--- config.mk ---
export PLATFORM = sky130hd
export DESIGN_NAME = incr_adc_sequencer
export DESIGN_NICKNAME = d
export VERILOG_FILES = /design/src/rtl/incr_adc_sequencer.sv
export SDC_FILE = /design/constraint.sdc
export NUM_CORES = 1
export LEC_CHECK = 0
export CAP_MARGIN = 10
export CORE_ASPECT_RATIO = 1.1
export CORE_MARGIN = 4
export CORE_UTILIZATION = 49
export CTS_BUF_LIST = sky130_fd_sc_hd__clkbuf_8
export DETAILED_ROUTE_END_ITERATION = 10
export GPL_TIMING_DRIVEN = 0
export MAX_ROUTING_LAYER = met4
export PLACE_DENSITY = 0.81
export SYNTH_ARGS = -nofsm -noshare
export SYNTH_HDL_FRONTEND = slang
export SYNTH_SLANG_ARGS = --single-unit
--- constraint.sdc ---
create_clock -name clk -period 1.78 [get_ports clk]
set_clock_uncertainty 0.1 [all_clocks]
set_input_delay 0.445 -clock clk [delete_from_list [all_inputs] [get_ports clk]]
set_output_delay 0.445 -clock clk [all_outputs]
set_load 0.02 [all_outputs]
--- src/rtl/incr_adc_sequencer.sv ---
`timescale 1ns/1ps
// Conversion sequencer for the incremental sigma-delta path: resets modulator and
// filter per conversion, waits for new_data, and holds the result for the host.
//
// state   | meaning
// IDLE    | filter and modulator held in reset, waiting for start
// RESET   | per-conversion reset pulse, RST_CYCLES clocks long
// CONVERT | filter released, waiting for new_data or timeout
module incr_adc_sequencer #(
    parameter int WIDTH      = 12,
    parameter int RST_CYCLES = 2,
    parameter int TIMEOUT    = 1024
) (
    input  logic             clk,
    input  logic             rst,
    input  logic             start,
    input  logic             cont,
    input  logic             clear_err,
    input  logic [WIDTH-1:0] filt_data,
    input  logic             filt_new_data,
    output logic             filt_rst_n,
    output logic             mod_rst,
    output logic             busy,
    output logic [WIDTH-1:0] result,
    output logic             result_valid,
    input  logic             result_ready,
    output logic             overrun,
    output logic             timeout_err
);

    localparam int CW  = $clog2(TIMEOUT);
    localparam int RCW = $clog2(RST_CYCLES + 1);

    typedef enum logic [1:0] {
        IDLE    = 2'd0,
        RESET   = 2'd1,
        CONVERT = 2'd2
    } state_t;

    state_t         state, state_nx;
    logic [RCW-1:0] rst_cnt;
    logic [CW-1:0]  cyc_cnt;
    logic           conv_done;
    logic           tmo;
    logic           ovr_set;

    always_ff @(posedge clk or posedge rst) begin
        if (rst) begin
            state      <= IDLE;
            filt_rst_n <= 1'b0;
            busy       <= 1'b0;
        end else begin
            state      <= state_nx;
            filt_rst_n <= (state_nx == CONVERT);
            busy       <= (state_nx != IDLE);
        end
    end

    always_comb begin
        state_nx  = state;
        conv_done = 1'b0;
        tmo       = 1'b0;
        case (state)
            IDLE: begin
                if (start) state_nx = RESET;
            end
            RESET: begin
                if (rst_cnt == '0) state_nx = CONVERT;
            end
            CONVERT: begin
                if (filt_new_data) conv_done = 1'b1;
                else if (cyc_cnt == CW'(TIMEOUT - 1)) tmo = 1'b1;
                // a timeout ends the conversion exactly like new_data does
                if (conv_done || tmo) state_nx = cont ? RESET : IDLE;
            end
            default: state_nx = IDLE;
        endcase
    end

    always_ff @(posedge clk or posedge rst) begin
        if (rst) begin
            rst_cnt <= '0;
            cyc_cnt <= '0;
        end else begin
            if (state_nx == RESET && state != RESET) rst_cnt <= RCW'(RST_CYCLES - 1);
            else if (rst_cnt != '0) rst_cnt <= rst_cnt - 1'b1;

            if (state != CONVERT) cyc_cnt <= '0;
            else cyc_cnt <= cyc_cnt + 1'b1;
        end
    end

    // overwrite only counts as overrun if the consumer is not taking the old value now
    assign ovr_set = conv_done && result_valid && !result_ready;

    always_ff @(posedge clk or posedge rst) begin
        if (rst) begin
            result       <= '0;
            result_valid <= 1'b0;
            overrun      <= 1'b0;
            timeout_err  <= 1'b0;
        end else begin
            if (conv_done) begin
                result       <= filt_data;
                result_valid <= 1'b1;
            end else if (result_valid && result_ready) begin
                result_valid <= 1'b0;
            end
            overrun     <= ovr_set | (overrun & ~clear_err);
            timeout_err <= tmo | (timeout_err & ~clear_err);
        end
    end

    assign mod_rst = ~filt_rst_n;

endmodule

==> flow_summary.yaml <==
outcome:
  status: "completed"
setup_path:
  crit_slowest_cell: "clkdlybuf4s50_1"
  cp-start-kind: "input port"
  reg2reg_slack_ns: 0.12
  cp-endpoint: "result[5]"
  required_ns: 1.85
  r2r_end: "busy"
  crit_path_max_fanout: 10
  arrival_ns: 1.78
  rr_worst_depth: 5
  critPathKind: "input port to flop"
  slowest_delay_ns: 0.49
  crit_path_start: "filt_new_data"
  worstReg2RegStart: "cyc_cnt[0]"
  crit_path_end_kind: "flop"
  path_cells: "clkdlybuf4s50_1, nand2_1, clkbuf_4, mux2_2"
yosys:
  synth_area_leaders: "dfrtp_1 57%, mux2_2 10%, xnor2_1 3.2%"
  yosysSeqAreaShare: 0.572
  syn_avg_cell_area_sq_um: 12.1
  synthCells: 112
  ys_warn_count: 0
  yosysMostFrequentCell: "dfrtp_1"
  synth_top_cell_area_share: 0.572
  synth_common_cells: "31 x dfrtp_1, 12 x mux2_2, 11 x nor2_1"
  yosys.cell_types.count: 33
  synthesis.nets: 133
  syn_area_sq_um: 1360
  yosysTopAreaCell: "dfrtp_1"
  synth_edf_count: 0
  synthArstFlopShare: 1.00
  synth_ff_type: "dfrtp_1"
  ys_seq_elements: 31
sta:
  worst_pin_slew_ns: 0.478
  slew_violations: 0
  final.setup.tns_ns: 0
  fin_crit_sh: 0.961
  rsz0062_at_grt: "false"
  setup_viol: 0
  hold_viol_final: 0
  layout_min_cycle_time_ns: 1.71
  maxSlewHeadroom: 0.682
  fin_ws_ns: 0.0691
  fmax_mhz: 584
power_and_ir_drop:
  ir_drop_v: 0.00135
  p_sw_frac: 0.333
  power.total_mw: 2.58
  p_int_mw: 1.72
  switchingPower_uw: 860
  p_seq_frac: 0.399
  power_density_nw_per_um2: 1370
  p_leak_nw: 0.893
  combPwrFrac: 0.364
  power_frac_clock: 0.237
placed_design:
  place.gp.congestion: 0.835
  post-place-ws_ns: -0.251
  dpl-instance-area_sq_um: 1760
  dpl.hpwl_um: 1960
  port_buffers: 36
clock_tree:
  cts_tree: "done"
  clk_latency_ns: 0.28
  clkTransAtPathRegs_ns: 0.07
  cts.sinks: 31
  cts_max_level: 2
  cts_hold_buf: 0
  clockBufferDepth: 2
  cts_inserted_buffers: 5
  root_buffer: "clkbuf_8"
final_layout:
  fin_util: 0.734
  fill_cells: 183
  regArea_sq_um: 776
  nets: 178
  final_area_sq_um: 1890
  multi_input_area_sq_um: 542
  layout-drive-gt1-share: 0.190
  area_growth_pct: 39.0
  diodes: 0
routing:
  drt_pass1_iterations: 4
  final_antenna_net_count: 0
  viasPerCell: 5.16
  drtIter0Drc: 20
  wirelength_um: 2820
  routedWlPerCell_um: 14.9
  num_vias: 975
  drc: 0
grt:
  first_global_vias: 1079
  grt_max_degree: 32
  grt-ovfl-total: 0
  grtUsageTotal: 0.179
  antenna_found_initial: 0
  grt_pass1_wl_um: 4800
floorplan:
  rows: 19
  die_h_um: 63.2
  dieArea_sq_um: 3670
  dieWidth_um: 58.2
  start_util: 0.528
  coreArea_sq_um: 2570
  pin_count: 37
worst_hold_path:
  hold_path.class: "input port to asynchronous set/reset pin"
flow_run:
  maxCapViolations: 0
-- per-stage QoR --
| step | instances | hold slack, ns |
|---|---|---|
| final | 189 | 0.325 |
| after CTS | 187 | 0.394 |
| after global routing | 189 | 0.330 |
| after detailed placement | 179 | 0.385 |
| after floorplan | 112 | 0.355 |
| after global placement | 179 | 0.373 |
-- routing by layer --
| layer | routed length [um] | part of all wire | GRT usage |
|---|---|---|---|
| met5 | 0 | 0 | - |
| met4 | 29 | 0.010 | 0.0522 |
| met3 | 189 | 0.067 | 0.0837 |
| met2 | 1430 | 0.51 | 0.278 |
| met1 | 1170 | 0.42 | 0.205 |
-- critical path: cells and delay by family --
kind / cells / cell delay, ns
mux: 1 / 0.35
simple gates: 1 / 0.22
buf+inv: 2 / 0.75
-- flip-flops by register name (all words and copies together), names as in the netlist --
name,cells
filt_rst_n,1
rst_cnt,2
state,2
timeout_err,1
result,12
busy,1
cyc_cnt,10
result_valid,1
overrun,1
-- worst min path at each step --
stage	from	endpoint	slack, ns	cells past startpoint
floorplan	cyc_cnt[0]	cyc_cnt[0]	0.35	1
global placement	cyc_cnt[0]	cyc_cnt[0]	0.37	1
detailed placement	cyc_cnt[0]	cyc_cnt[0]	0.38	1
CTS	cyc_cnt[0]	cyc_cnt[0]	0.39	1
global route	rst	result[11]	0.33	2
finish	rst	result[11]	0.33	2
-- layout by cell type, fill, tap and decap left out, types with 4 or more instances in the layout --
cell / n
dfrtp_1: 31
clkdlybuf4s50_1: 18
dlygate4sd2_1: 15
mux2_2: 12
nor2_1: 11
inv_1: 8
clkbuf_8: 7
nand2_1: 6
xnor2_1: 5
nand3_1: 4
a21oi_1: 4
-- power groups by stage --
stage                     clock network [mW]  logic (mW)  registers [mW]
after floorplan                            0       0.386            1.23
after global placement                     0        1.02            1.03
after detailed placement                   0        1.03            1.04
after CTS                              0.624       0.950            1.03
after global routing                   0.672        1.03            1.06
final                                  0.613       0.939            1.03
-- cell type report --
class                           instances  share of cell area
Buffer                                  2             0.00597
Inverter                                8              0.0159
Sequential cell                        31               0.411
Clock buffer                            7              0.0511
Timing Repair Buffer                   38               0.204
Tap cell                               31              0.0206
Clock inverter                          1             0.00398
Multi-Input combinational cell         71               0.287
-- cells by family after synthesis --
| group | count (synthesis) | share of synthesized area |
|---|---|---|
| fa+ha+maj | 2 | 0.0184 |
| xor+xnor | 7 | 0.0452 |
| mux | 12 | 0.0996 |
| flops | 31 | 0.572 |
| compound gates | 15 | 0.0766 |
| buf+inv | 10 | 0.0286 |
| simple gates | 35 | 0.160 |
-- timing repair --
item / 4_1_cts / 5_1_grt
setup buffers: 0 / 1
gates resized for setup: 15 / 4
pin swaps: 1 / 1
setup endpoints to repair: 16 / 12
Power figures use the tool's default switching activity.
